## src/rtl/stream_demux_1xn.sv

```systemverilog
// Registered 1-to-NUM_CH stream demultiplexer with packet-locked routing.
// Optional drop counter port and logic enabled by defining STREAM_DEMUX_DROP_CNT_EN.
//
// state    | meaning
// ---------+-----------------------------------------------------------
// ST_IDLE  | next accepted beat is a first beat; route taken from in_sel
// ST_PKT   | inside a packet; route taken from r_lock_sel until in_last
module stream_demux_1xn #(
    parameter int DATA_W = 8,
    parameter int NUM_CH = 8,
    parameter int SEL_W  = 3,
    parameter int CNT_W  = 16
) (
    input  logic              clk,
    input  logic              rst_n,
    input  logic              in_valid,
    output logic              in_ready,
    input  logic [DATA_W-1:0] in_data,
    input  logic [SEL_W-1:0]  in_sel,
    input  logic              in_last,
    output logic [NUM_CH-1:0] out_valid,
    input  logic [NUM_CH-1:0] out_ready,
    output logic [DATA_W-1:0] out_data,
    output logic              out_last
`ifdef STREAM_DEMUX_DROP_CNT_EN
    ,
    output logic [CNT_W-1:0]  drop_cnt
`endif
);

    typedef enum logic {
        ST_IDLE = 1'b0,
        ST_PKT  = 1'b1
    } state_t;

    localparam logic [SEL_W:0] NUM_CH_LIM = (SEL_W+1)'(NUM_CH);

    state_t             r_state;
    logic [SEL_W-1:0]   r_lock_sel;
    logic               r_full;
    logic [SEL_W-1:0]   r_ch;
    logic [DATA_W-1:0]  r_data;
    logic               r_last;

    logic               w_sel_ready;
    logic               w_accept;
    logic [SEL_W-1:0]   w_route;
    logic               w_in_range;
    logic               w_load;
    logic               w_drain;

    // Only the ready of the channel currently holding a beat matters.
    always_comb begin
        w_sel_ready = 1'b0;
        for (int i = 0; i < NUM_CH; i++) begin
            if (r_ch == SEL_W'(i)) begin
                w_sel_ready = out_ready[i];
            end
        end
    end

    always_comb begin
        out_valid = '0;
        for (int i = 0; i < NUM_CH; i++) begin
            out_valid[i] = r_full && (r_ch == SEL_W'(i));
        end
    end

    assign in_ready   = !r_full || w_sel_ready;
    assign w_accept   = in_valid && in_ready;
    assign w_route    = (r_state == ST_PKT) ? r_lock_sel : in_sel;
    assign w_in_range = ({1'b0, w_route} < NUM_CH_LIM);
    assign w_load     = w_accept && w_in_range;
    assign w_drain    = r_full && w_sel_ready;

    assign out_data   = r_data;
    assign out_last   = r_last;

    always_ff @(posedge clk or negedge rst_n) begin
        if (!rst_n) begin
            r_state    <= ST_IDLE;
            r_lock_sel <= '0;
            r_full     <= 1'b0;
            r_ch       <= '0;
            r_data     <= '0;
            r_last     <= 1'b0;
        end else begin
            if (w_accept) begin
                case (r_state)
                    ST_IDLE: begin
                        r_lock_sel <= in_sel;
                        if (!in_last) begin
                            r_state <= ST_PKT;
                        end
                    end
                    ST_PKT: begin
                        if (in_last) begin
                            r_state <= ST_IDLE;
                        end
                    end
                    default: r_state <= ST_IDLE;
                endcase
            end

            // A load in the drain cycle keeps the register full with the new beat.
            if (w_load) begin
                r_full <= 1'b1;
                r_ch   <= w_route;
                r_data <= in_data;
                r_last <= in_last;
            end else if (w_drain) begin
                r_full <= 1'b0;
            end
        end
    end

`ifdef STREAM_DEMUX_DROP_CNT_EN
    logic [CNT_W-1:0] r_drop_cnt;

    always_ff @(posedge clk or negedge rst_n) begin
        if (!rst_n) begin
            r_drop_cnt <= '0;
        end else if (w_accept && !w_in_range && (r_drop_cnt != {CNT_W{1'b1}})) begin
            r_drop_cnt <= r_drop_cnt + 1'b1;
        end
    end

    assign drop_cnt = r_drop_cnt;
`endif

endmodule

```

## config.mk

```make
export PLATFORM = sky130hd
export DESIGN_NAME = stream_demux_1xn
export DESIGN_NICKNAME = d
export VERILOG_FILES = /design/src/rtl/stream_demux_1xn.sv
export SDC_FILE = /design/constraint.sdc
export NUM_CORES = 1
export LEC_CHECK = 0
export BUFFER_PORTS_ARGS = -buffer_cell sky130_fd_sc_hd__buf_4
export CORE_MARGIN = 2
export CORE_UTILIZATION = 47
export CTS_CLUSTER_DIAMETER = 40
export DETAILED_ROUTE_END_ITERATION = 8
export HOLD_SLACK_MARGIN = 0.1
export PLACE_DENSITY = 0.83
export SYNTH_ARGS = -nofsm -noshare
export SYNTH_HDL_FRONTEND = slang
export SYNTH_SLANG_ARGS = --single-unit
```

## constraint.sdc

```tcl
create_clock -name clk -period 2 [get_ports clk]
set_input_delay 0 -clock clk [delete_from_list [all_inputs] [get_ports clk]]
set_output_delay 0 -clock clk [all_outputs]
set_load 0.02 [all_outputs]
```

## Yosys cells after proc, flatten, opt, wreduce, memory -nomap -nowiden

Index checks and enable logic that the tools add are counted.

| storage, ports and cells | value |
|---|---|
| bits in registers | 14 |
| output and inout port bits | 18 |
| word-level logic and storage cells | 40 |
| input port bits | 23 |

| operators by class | value |
|---|---|
| mux-type cells | 12 |
| reductions and logical operators | 15 |
| equality and inequality tests | 7 |
| bitwise gates (word level) | 1 |

Operators with widths:

| cell | number |
|---|---|
| $eq A3 B3 Y1 const B | 4 |
| $mux W1 | 11 |
| $logic_and A1 B1 Y1 | 10 |
| $eq A3 B2 Y1 const B | 2 |
| $eq A3 B1 Y1 const B | 1 |
| $logic_not A3 Y1 | 1 |
| $mux W3 | 1 |
| $reduce_and A2 Y1 | 1 |
| $reduce_bool A2 Y1 | 1 |
| $logic_not A1 Y1 | 1 |
| $logic_or A1 B1 Y1 | 1 |
| $not A1 Y1 | 1 |

## Longest topological paths before layout

| logic depth | value |
|---|---|
| word-level depth | 12 |
| depth in mapped cells | 8 |
| gate-level depth less buffers | 5 |

## Least setup slack after synthesis

Ideal clock, no wire load.

| path | value |
|---|---|
| path type | register -> register |
| start point | register r_ch[0] |
| end point | register r_ch[0] |
| data arrival time | 1739 ps |
| setup time | 68 ps |
| buffers on the path | 1 |
| data required time | 1932 ps |
| clock period less this slack | 1808 ps |
| slack | 192 ps |
| cell stages (with the launch flop) | 7 |
| cell sequence | dfrtp_1 buf_4 mux2i_1 o21a_1 o221a_1 o21ai_1 a32o_1 |

| between the ends | value |
|---|---|
| longest elaborated chain between the ends | 12 |
| elaborated cells between the ends (all ways) | 19 |
| classes of those cells | 7 x eq/ne; 8 x mux; 4 x reduce/logical |

Ends and longest elaborated chain:

| what | line | RTL |
|---|---|---|
| start: declaration | 41 | `logic [SEL_W-1:0] r_ch;` |
| start signal: assignment | 108 | `r_ch <= w_route;` |
| $logic_not A3 Y1 | 56 | `if (r_ch == SEL_W'(i)) begin` |
| $mux W1 (7 in a row) | 56 |  |
| $mux W1 * | 56 |  |
| $logic_or A1 B1 Y1 * | 69 | `assign in_ready = !r_full \|\| w_sel_ready;` |
| net in_ready | 17 | `output logic in_ready,` |
| $logic_and A1 B1 Y1 * | 70 | `assign w_accept = in_valid && in_ready;` |
| $reduce_and A2 Y1 (no source line) * | n/a |  |

Mark *: on every way through the listed nets, which the timed path passes. The rest lies on a longest branch.
A chain may end at the register's enable or synchronous reset.

## Final worst setup path

| path | value |
|---|---|
| start point | register r_ch[0] |
| end point | register r_last, in the netlist out_last |

| between the ends | value |
|---|---|
| longest elaborated chain between the ends | 11 |
| elaborated cells between the ends (all ways) | 18 |
| classes of those cells | 7 x eq/ne; 8 x mux; 3 x reduce/logical |

Ends and longest elaborated chain:

| what | line | RTL |
|---|---|---|
| $logic_not A3 Y1 | 56 |  |
| $mux W1 (7 in a row) | 56 |  |
| $mux W1 * | 56 |  |
| $logic_or A1 B1 Y1 * | 69 |  |
| $logic_and A1 B1 Y1 * | 70 |  |
| end signal: assignment | 110 | `r_last <= in_last;` |
| end: declaration | 43 | `logic r_last;` |

Every way passes the cells marked *; elsewhere a longest branch is shown, timed or not.

==> flow_summary.yaml <==
route:
  drc: 0
  routed_wl_um: 2920
  num_vias: 1158
  drtAntennaViolNets: 0
  viasPerCell: 5.91
  drtIter0Drc: 13
  avgRoutedWirePerCell_um: 14.9
  firstDrtPassIters: 4
place:
  dp_hpwl_um: 2080
  globalplace.congestion: 0.821
  place_area_sq_um: 1330
  place_inst: 187
  io_buffers: 40
sta:
  fin_crit_sh_pct: 94.0
  slew_viol_final: 0
  finClkSkew_ns: 0.00455
  hold_viol_final: 0
  max_slew_margin_pct: 56.2
  rsz0062_at_grt: "no"
  tightest_slew_ns: 0.654
  fin_crit_ns: 1.88
  setup_viol: 0
  fmax_mhz: 532
  tns_ns: 0
critical_path:
  rr_worst_depth: 6
  crit_chain: "mux2i_1 -> o21a_1 -> o221a_4 -> buf_4 -> or3_1 -> o311ai_0"
  cpLargestDelayFamily: "compound AO/OA/AOI/OAI gates"
  max_stage_delay_ns: 0.47
  critical_path_depth: 6
  cp-end-kind: "flip-flop"
  crit_type: "flip-flop to flip-flop"
  cp-start-kind: "flip-flop"
  required_ns: 2.16
  arrival_ns: 2.04
  crit_slowest_cell: "dfrtp_2"
  critical_path.max_fanout: 8
  crit_buf_inv: 1
power:
  leakage_uw: 0.000652
  p_sw_uw: 1170
  total_power_uw: 2410
  clkPwrFrac_pct: 8.9
  vdd_drop_max_mv: 0.958
  p_int_uw: 1240
  p_comb_share_pct: 66.6
  powerDensity_nw_per_um2: 1680
  p_seq_share_pct: 24.6
  swShare_pct: 48.7
cts:
  path_clk_slew_ns: 0.10
  cts_max_level: 1
  clockRootBuffer: "clkbuf_4"
  clock-sinks: 14
  cts_made_buffers: 3
  clock_path_buffers: 2
  post_cts_buffers: 0
  clock_latency_ns: 0.29
  tritoncts: "yes"
yosys:
  yosys.area.top_type_share_pct: 35.3
  ys_warn_count: 0
  synth_edf_count: 0
  ys_top_cells_by_area: "dfrtp_1 35%, a31oi_1 6.3%, o22ai_1 6.3%"
  seq_area_frac_synth_pct: 35.3
  netlist_instances: 124
  synthFlopType: "dfrtp_1"
  ys_ff_latch: 14
  syn_area_per_cell_sq_um: 8.01
  synth_top_cell_by_area: "dfrtp_1"
  syn-num-nets: 147
  synth_cell_types: 27
  synth_area_sq_um: 993
  async_flop_share_pct: 100
hold_path:
  hold_depth: 5
  hp-class: "input pin to flip-flop"
finish:
  finalNetCount: 193
  syn2layout_area_growth_pct: 44.1
  diodes: 0
  fin_area_sq_um: 1430
  finalNonFillerCells: 196
  drive_above_1_share_pct: 33.1
global_route:
  overflow: 0
  antenna_found_initial: 0
  grtUsageTotal_pct: 26.4
  grt_pass1_vias: 1162
  grt_pass1_wl_um: 5020
  grt_start_max_net_pins: 23
job:
  maxCapViolCount: 0
floorplanning:
  die-area_sq_um: 2500
  row_count: 16
  core_sq_um: 1980
  initial_core_util_pct: 50.1
  fp.dieW_um: 50.0
  die_h_um: 50.0
  ios: 41
status:
  status: "finished clean"
## worst paths after layout
path,startpoint,to,slack [ns]
setup reg to reg,r_ch[0],out_last,0.12
hold reg to reg,out_data[7],out_data[7],0.55
hold / removal,in_data[3],out_data[3],0.1
min in group asynchronous,rst_n,out_data[5],0.81
max in group asynchronous,rst_n,r_ch[0],0.73
setup / recovery,r_ch[0],out_last,0.12
## area by class of cell
class | instances | area, sq um
fill | 168 | 551
clock buffer | 4 | 36.3
inverter | 12 | 45.0
multi-input combinational | 87 | 562
sequential | 14 | 352
timing repair buffer | 52 | 403
tap | 27 | 33.8
## cell usage in the layout, fill, tap and decap left out, drive strengths merged, types with 4 or more instances in the layout
cell type    count
o22ai           10
nand2           15
nor2             7
buf             47
or3             10
inv             12
a31oi           10
dlygate4sd3      5
o311ai          10
dfrtp           14
clkbuf           4
## metrics by stage
stage               worst slack (ns)  hold slack [ns]  util (%)
detailed placement            0.0627           -0.136      67.1
global route                  0.0262            0.132      72.2
global placement               0.147           -0.140      67.1
floorplan                      0.192           -0.296         -
finish                         0.120           0.0952      72.2
CTS                           0.0130            0.104      71.5
## kinds of logic (layout without fill, tap and decap cells)
logic type	Yosys count	count (layout)	synth area share [%]
AOI/OAI and AO/OA	44	44	32.7
buffers and inverters	23	68	9.57
muxes	2	2	2.02
DFF	14	14	35.3
and+or+nand+nor	41	41	20.4
## flip-flops by register name, indices dropped and copies added (netlist names)
| register | cells |
|---|---|
| out_data | 8 |
| out_last | 1 |
| r_ch | 3 |
| r_full | 1 |
| r_state | 1 |
## power by group through the flow
| stage | combinational (uW) | sequential (uW) | clock, uW |
|---|---|---|---|
| final | 1600 | 592 | 214 |
| after global routing | 1760 | 618 | 225 |
| after CTS | 1560 | 584 | 210 |
| after detailed placement | 1540 | 590 | 0 |
| after global placement | 1490 | 578 | 0 |
| after floorplan | 932 | 632 | 0 |
## worst min-delay path, cell delays in order
cell	delay [ns]
buf_4	0.08
nand2_1	0.05
o22ai_1	0.10
a31oi_1	0.06
o311ai_1	0.06
## repair_timing
action	4_1_cts	5_1_grt
gates resized for setup	0	5
hold buffers	5	0
hold endpoints to repair	17	0
endpoints found under the setup margin	0	6
## cell usage after synthesis (all sizes together), types with 2 or more instances
cell	number
a21oi	2
a31oi	10
a32o	3
buf	5
clkbuf	6
dfrtp	14
inv	12
mux2i	2
nand2	15
nand2b	3
nor2	7
nor2b	2
nor3	2
o21a	2
o21ai	3
o22ai	10
o311ai	10
or3	10
## per-layer routing
layer	part of all wire, %	global-route usage (%)
met1	42	32.5
met2	50	44.2
met3	5.6	4.85
met4	2.0	12.5
met5	0	0
No activity file was read; power rests on OpenSTA's default activity.
